$ cat src/rtl/pc_sequencer_if.sv
// Decode-stage control bundle and fetch-side results exchanged with pc_sequencer.
// The decode/driver side takes the master modport; the sequencer takes slave.
interface pc_sequencer_if;
  logic        InstrValid;
  logic        Stall;
  logic        Branch;
  logic        Jump;
  logic        JumpRegister;
  logic        Link;
  logic [3:0]  ALUOp;
  logic [31:0] RsData;
  logic [31:0] RtData;
  logic [31:0] Imm;
  logic [25:0] Target;
  logic [31:0] ID_PC4;
  logic [31:0] PC;
  logic [31:0] PCPlus4;
  logic        Flush;
  logic        LinkWrite;
  logic [31:0] LinkAddr;
  logic        Redirect;

  modport master (
    output InstrValid, Stall, Branch, Jump, JumpRegister, Link, ALUOp,
           RsData, RtData, Imm, Target, ID_PC4,
    input  PC, PCPlus4, Flush, LinkWrite, LinkAddr, Redirect
  );

  modport slave (
    input  InstrValid, Stall, Branch, Jump, JumpRegister, Link, ALUOp,
           RsData, RtData, Imm, Target, ID_PC4,
    output PC, PCPlus4, Flush, LinkWrite, LinkAddr, Redirect
  );
endinterface

$ cat src/rtl/pc_sequencer.sv
// Program-counter sequencer: resolves branches/jumps from decode, redirects fetch,
// squashes the wrong-path fetch for one cycle and raises the $31 link write for jal/jalr.
module pc_sequencer (
  input  logic            Clk,
  input  logic            Reset,
  pc_sequencer_if.slave   bus
);

  typedef enum logic {RUN, FLUSH} state_t;

  state_t      state;
  state_t      state_next;
  logic [31:0] pc_reg;
  logic [31:0] pc_plus4;
  logic [31:0] pc_next;
  logic [31:0] target;
  logic        cond_true;
  logic        taken;
  logic        accepted;
  logic        redirect;
  logic        link_write;
  logic [31:0] link_addr;

  assign pc_plus4 = pc_reg + 32'd4;
  assign accepted = bus.InstrValid && !bus.Stall && (state == RUN);

  // Branch conditions are signed; unknown condition codes never take.
  always_comb begin
    cond_true = 1'b0;
    case (bus.ALUOp)
      4'b1011: cond_true = (bus.RsData == bus.RtData);
      4'b1100: cond_true = (bus.RsData != bus.RtData);
      4'b1101: cond_true = ($signed(bus.RsData) >  32'sd0);
      4'b1110: cond_true = ($signed(bus.RsData) <= 32'sd0);
      4'b1010: cond_true = ($signed(bus.RsData) >= 32'sd0);
      4'b1111: cond_true = ($signed(bus.RsData) <  32'sd0);
      default: cond_true = 1'b0;
    endcase
  end

  always_comb begin
    taken = bus.Jump || (bus.Branch && cond_true);
    if (bus.Jump && bus.JumpRegister)
      target = {bus.RsData[31:2], 2'b00};
    else if (bus.Jump)
      target = {bus.ID_PC4[31:28], bus.Target, 2'b00};
    else
      target = bus.ID_PC4 + (bus.Imm << 2);
  end

  assign redirect = accepted && taken;

  always_comb begin
    state_next = state;
    pc_next    = pc_plus4;
    case (state)
      RUN:     if (redirect) state_next = FLUSH;
      FLUSH:   state_next = RUN;
      default: state_next = RUN;
    endcase
    if (bus.Stall)
      pc_next = pc_reg;
    else if (redirect)
      pc_next = target;
  end

  always_ff @(posedge Clk) begin
    if (Reset) begin
      state      <= RUN;
      pc_reg     <= 32'h0;
      link_write <= 1'b0;
      link_addr  <= 32'h0;
    end else begin
      state      <= state_next;
      pc_reg     <= pc_next;
      link_write <= redirect && bus.Jump && bus.Link;
      if (redirect && bus.Jump && bus.Link)
        link_addr <= bus.ID_PC4;
    end
  end

  assign bus.PC        = pc_reg;
  assign bus.PCPlus4   = pc_plus4;
  assign bus.Flush     = (state == FLUSH);
  assign bus.LinkWrite = link_write;
  assign bus.LinkAddr  = link_addr;
  assign bus.Redirect  = redirect;

endmodule

$ cat src/flat_wrapper.sv
// flat-port wrapper written by rule: the top's interface ports become plain ports
module pc_sequencer_flat 
  (Clk, Reset, bus_InstrValid, bus_Stall, bus_Branch, bus_Jump, bus_JumpRegister, bus_Link, bus_ALUOp, bus_RsData, bus_RtData, bus_Imm, bus_Target, bus_ID_PC4, bus_PC, bus_PCPlus4, bus_Flush, bus_LinkWrite, bus_LinkAddr, bus_Redirect);
  pc_sequencer_if bus_i ();
  input  logic Clk;
  input  logic Reset;
  input wire logic [$bits(bus_i.InstrValid)-1:0] bus_InstrValid;
  input wire logic [$bits(bus_i.Stall)-1:0] bus_Stall;
  input wire logic [$bits(bus_i.Branch)-1:0] bus_Branch;
  input wire logic [$bits(bus_i.Jump)-1:0] bus_Jump;
  input wire logic [$bits(bus_i.JumpRegister)-1:0] bus_JumpRegister;
  input wire logic [$bits(bus_i.Link)-1:0] bus_Link;
  input wire logic [$bits(bus_i.ALUOp)-1:0] bus_ALUOp;
  input wire logic [$bits(bus_i.RsData)-1:0] bus_RsData;
  input wire logic [$bits(bus_i.RtData)-1:0] bus_RtData;
  input wire logic [$bits(bus_i.Imm)-1:0] bus_Imm;
  input wire logic [$bits(bus_i.Target)-1:0] bus_Target;
  input wire logic [$bits(bus_i.ID_PC4)-1:0] bus_ID_PC4;
  output wire logic [$bits(bus_i.PC)-1:0] bus_PC;
  output wire logic [$bits(bus_i.PCPlus4)-1:0] bus_PCPlus4;
  output wire logic [$bits(bus_i.Flush)-1:0] bus_Flush;
  output wire logic [$bits(bus_i.LinkWrite)-1:0] bus_LinkWrite;
  output wire logic [$bits(bus_i.LinkAddr)-1:0] bus_LinkAddr;
  output wire logic [$bits(bus_i.Redirect)-1:0] bus_Redirect;
  assign bus_i.InstrValid = bus_InstrValid;
  assign bus_i.Stall = bus_Stall;
  assign bus_i.Branch = bus_Branch;
  assign bus_i.Jump = bus_Jump;
  assign bus_i.JumpRegister = bus_JumpRegister;
  assign bus_i.Link = bus_Link;
  assign bus_i.ALUOp = bus_ALUOp;
  assign bus_i.RsData = bus_RsData;
  assign bus_i.RtData = bus_RtData;
  assign bus_i.Imm = bus_Imm;
  assign bus_i.Target = bus_Target;
  assign bus_i.ID_PC4 = bus_ID_PC4;
  assign bus_PC = bus_i.PC;
  assign bus_PCPlus4 = bus_i.PCPlus4;
  assign bus_Flush = bus_i.Flush;
  assign bus_LinkWrite = bus_i.LinkWrite;
  assign bus_LinkAddr = bus_i.LinkAddr;
  assign bus_Redirect = bus_i.Redirect;
  pc_sequencer u_core (.Clk(Clk), .Reset(Reset), .bus(bus_i));
endmodule
$ cat config.mk
export PLATFORM = sky130hd
export DESIGN_NAME = pc_sequencer_flat
export DESIGN_NICKNAME = d
export VERILOG_FILES = /design/src/rtl/pc_sequencer_if.sv /design/src/rtl/pc_sequencer.sv /design/src/flat_wrapper.sv
export SDC_FILE = /design/constraint.sdc
export NUM_CORES = 1
export LEC_CHECK = 0
export ABC_CLOCK_PERIOD_IN_PS = 5300
export CORE_ASPECT_RATIO = 2
export CORE_MARGIN = 2
export CORE_UTILIZATION = 47
export CTS_CLUSTER_DIAMETER = 30
export DETAILED_ROUTE_END_ITERATION = 12
export PLACE_DENSITY = 0.93
export SYNTH_ARGS = -nofsm -noshare
export SYNTH_HDL_FRONTEND = slang
export SYNTH_SLANG_ARGS = --single-unit
export TNS_END_PERCENT = 20
$ cat constraint.sdc
create_clock -name Clk -period 5.3 [get_ports Clk]
set_input_delay 1.06 -clock Clk [delete_from_list [all_inputs] [get_ports Clk]]
set_output_delay 1.06 -clock Clk [all_outputs]
set_load 0.05 [all_outputs]
# Word level (Yosys, flattened, before mapping)
# Index checks and enable logic that the tools add are counted.
# word_totals
reg_bits,66
output_inout_bits,99
# classes
add_sub_neg,2
magnitude_cmp,4
eq_ne,8
muxes,6
n_bitwise,1
n_reduce_logical,9
# op_table
op,count
32-bit two-way mux,3
"32-bit by 3-bit adder with 32-bit output, second input constant",1
32-bit adder,1
32-bit equality test,1
"32-bit by 1-bit >= comparator with 1-bit output, second input constant",1
"32-bit by 1-bit greater-than comparator with 1-bit output, second input constant",1
"32-bit by 1-bit <= comparator with 1-bit output, second input constant",1
"32-bit by 1-bit less-than comparator with 1-bit output, second input constant",1
32-bit != test,1
"4-bit equality test, second input constant",6
1-bit logical AND,7
1-bit one-hot mux with 6 select lines,1
1-bit one-hot mux with 2 select lines,1
1-bit zero test,1
1-bit logical OR,1
1-bit two-way mux,1
1-bit inverter,1

# Logic depth before layout (Yosys ltp)
# depth
word_depth,7
mapped_depth,11
ltp_nobuf,10

# Worst setup path before layout
# Ideal clock, no wire load.
# synth_path
path_type,flip-flop to output port
start,register u_core.pc_reg[2] (netlist: u_core.bus.PC[2])
end,output bus_PCPlus4[26]
t_arrival_ns,2.712
required_time_ns,4.240
path_slack_ns,1.528
stages_incl_launch_ff,8
n_path_buf,0
path_cell_list,dfxtp_1 > ha_1 > inv_1 > nor3_1 > nand2_1 > nor2_1 > nand3_1 > xnor2_1
# synth_via
elab_chain_cells,1
# synth_lines
element,line,text
start: declaration,pc_sequencer.sv:13,logic [31:0] pc_reg;
start signal: assignment,pc_sequencer.sv:75,pc_reg <= pc_next;
32-bit by 3-bit adder with 32-bit output,pc_sequencer.sv:24,assign pc_plus4 = pc_reg + 32'd4;
end: declaration,flat_wrapper.sv:20,output wire logic [$bits(bus_i.PCPlus4)-1:0] bus_PCPlus4;
# No other way between the ends.

# Worst setup path in the final report
# layout_path
start,input bus_RsData[24]
end,output bus_Redirect
# layout_via
elab_chain_cells,5
# layout_lines
element,line,text
start: declaration,flat_wrapper.sv:14,input wire logic [$bits(bus_i.RsData)-1:0] bus_RsData;
"32-bit by 1-bit less-than comparator with 1-bit output, or another cell as far along",pc_sequencer.sv:36,4'b1111: cond_true = ($signed(bus.RsData) < 32'sd0);
1-bit one-hot mux with 6 select lines (*),pc_sequencer.sv:30,case (bus.ALUOp)
1-bit logical AND (*),pc_sequencer.sv:42,taken = bus.Jump || (bus.Branch && cond_true);
1-bit logical OR (*),pc_sequencer.sv:42,
1-bit logical AND (*),pc_sequencer.sv:51,assign redirect = accepted && taken;
end: declaration,flat_wrapper.sv:24,output wire logic [$bits(bus_i.Redirect)-1:0] bus_Redirect;
# Mark *: on every way between the ends. The rest lies on a longest branch, timed or not.

==> out/summary.txt <==
Worst hold slack: 454 ps
Resized Gates After CTS: 0
Ys async rst share: 0
Critical path's slowest cell: clkdlybuf4s50_1
Max Buffers Root-to-Sink: 2
Synth-to-layout area growth: 50.1%
Cell family with most CP delay: simple AND/OR/NAND/NOR gates
Grt total ovfl: 0
Worst path arrival time: 3680 ps
Setup ws final: 555 ps
Startpoint types: input pin
Crit. End Element: primary output
TritonRoute pass-1 iters: 7
Dpl ws: 783 ps
Critical-path cell list: clkdlybuf4s50_1 -> xnor2_1 -> nand4_1 -> nor4_4 -> a31oi_1 -> a211oi_2 -> nand2b_4 -> inv_4 -> buf_12
Highest routed metal layer: met4
# setup viols final: 0
Setup TNS: 0 ps
Die Height: 163 um
Slew margin rel.: 0.195
Number of synthesized flops with an enable pin: 0
CP max FO: 4
#FFs+latches synth: 66
Minimum clock period: 4740 ps
Met2 WL: 12100 um
Fraction of layout cells with a size suffix above 1: 0.0597
Total track usage: 0.337
Critical path class: input pin to primary output
CTS buffer count: 9
Post-Syn Instances: 782
Power Density: 215 nW/um^2
Leakage: 3.27 nW
Final worst path period share: 0.895
Synthesized Nets: 979
Clk Latency, worst-skew pair: 330 ps
Via/cell ratio: 6.15
DR WL/cell: 20.4 um
# DRC: 0
GPL Wtd Cong: 0.924
Post-DP HPWL: 18600 um
Clock Skews: 8.15 ps
Worst stage delay on the critical path: 530 ps
Chip width: 83.6 um
# fillers: 980
Register area share after synthesis: 0.222
Met1 wire length: 8070 um
YS warnings: 0
Tightest Pin Transition: 1210 ps
Largest net degree at the start of global routing: 64
Clock transition at the registers of the reported paths: 60 ps
Post-Syn Area: 5960 sq um
Syn avg cell area: 7.62 sq um
RSZ-0062 raised after global routing: false
Synth cell types: 74
DRT iter0 DRCs: 521
Layout net count: 1214
Cell Rows: 58
Antenna Nets Post-Route: 0
Die ar.: 13700 sq um
Max Fclk: 211 MHz
Slew Viols, Final: 0
Final Hold Vio Count: 0
Hold buffers post-CTS: 0
HP Class: flip-flop to flip-flop
Peak supply drop: 176 uV
CORE AREA: 12500 sq um
Register area: 1320 sq um
CTS sink count: 66
Final WL: 23900 um
Dominant synthesized flop cell: dfxtp_1
Vias: 7221
Setup bufs post-CTS: 0
Vias in the first global route: 7238
Area of the multi-input gates: 4340 sq um
Clock tree root driver cell: clkbuf_16
WP data required: 4240 ps
Num ports: 265
H-Tree Depth: 3
Met3 wire len: 2010 um
Buf/Inv on CP: 3
First-pass GRT wire length: 36900 um
IO Port Bufs: 262
Antenna violations before repair: 1
Outcome: finished clean
Power Total: 0.00192 W
Initial Utilization: 0.477
CTS tree: done
Maxcap violations: 0
-- final cells by class --
| class | count | share of cell area |
|---|---|---|
| multi-input combinational | 656 | 0.486 |
| timing repair buffer | 270 | 0.299 |
| sequential | 66 | 0.148 |
| clock buffer | 12 | 0.0287 |
| tap | 150 | 0.0210 |
| clock inverter | 4 | 0.0109 |
| inverter | 14 | 0.00616 |
| antenna | 2 | 0.000560 |
-- state kept, by name, indices dropped and copies added, names as in the netlist --
| signal | cells |
|---|---|
| u_core.bus.Flush | 1 |
| u_core.bus.PC | 32 |
| u_core.bus.LinkAddr | 32 |
| u_core.bus.LinkWrite | 1 |
-- worst paths after layout --
path | startpoint | endpoint | slack [ps] | depth (start not counted)
worst max register to register | u_core.bus.PC[6] | u_core.bus.PC[27] | 2610 | 8
worst max-delay path | bus_RsData[24] | bus_Redirect | 560 | 9
worst min register to register | u_core.bus.LinkAddr[6] | u_core.bus.LinkAddr[6] | 450 | 2
worst min-delay path | u_core.bus.LinkAddr[6] | u_core.bus.LinkAddr[6] | 450 | 2
-- stage by stage --
step / instance area [sq um] / util / cells
after floorplan: 5960 / - / 782
after global placement: 8580 / 0.688 / 1156
after detailed placement: 8580 / 0.688 / 1156
after CTS: 8940 / 0.716 / 1172
after global routing: 8940 / 0.716 / 1173
final: 8940 / 0.717 / 1174
-- layout by cell type (no fill, tap or decap), types with 11 or more instances in the layout --
master             n
nand2_1          125
mux2i_1           25
and3_1            13
a21oi_1           78
nand3_1           21
o211ai_1          15
xor2_1            16
nor2_1            39
nand4_1           22
clkdlybuf4s50_1  258
nor3_1            12
inv_1             12
ha_1              30
xnor2_1           63
o21ai_0           41
nor4_1            11
dfxtp_1           66
-- worst min-delay path, delay by kind of cell, from the launching register on --
kind	cells	cell delay, ps
and+or+nand+nor	1	50
DFF	1	310
AOI/OAI and AO/OA	1	50
-- routing by layer --
| metal | global-route usage | up-vias |
|---|---|---|
| met1 | 0.353 | 3316 |
| met4 | 0.235 | 0 |
| met5 | 0 | - |
| li1 | - | 3329 |
| met2 | 0.597 | 444 |
| met3 | 0.0657 | 132 |
-- synthesized netlist by cell type (all sizes together), types with 9 or more instances --
master / number / area share
and3: 13 / 0.014
dfxtp: 66 / 0.22
a211oi: 13 / 0.021
mux2i: 25 / 0.042
a31oi: 9 / 0.0094
nand3: 21 / 0.018
o21ai: 42 / 0.036
o21a: 10 / 0.013
inv: 13 / 0.0086
nor2: 39 / 0.025
ha: 30 / 0.063
xnor2: 63 / 0.093
o211ai: 17 / 0.023
buf: 14 / 0.018
nand4: 22 / 0.023
a21oi: 78 / 0.066
nor4: 13 / 0.017
clkbuf: 32 / 0.022
nor3: 14 / 0.013
nand2: 125 / 0.079
xor2: 16 / 0.024
-- where the power goes --
part / switching (W) / leakage, nW / internal, W
sequential: 0.0000205 / 0.536 / 0.000513
clock: 0.000230 / 0.169 / 0.000486
combinational: 0.000377 / 2.56 / 0.000296
-- kinds of logic after synthesis --
| logic type | count (synthesis) | share of synthesized area |
|---|---|---|
| fa+ha+maj | 31 | 0.0663 |
| xor+xnor | 79 | 0.116 |
| flops | 66 | 0.222 |
| mux | 33 | 0.0571 |
| simple gates | 290 | 0.240 |
| compound gates | 223 | 0.249 |
| buf+inv | 60 | 0.0495 |
Power figures use the tool's default switching activity.
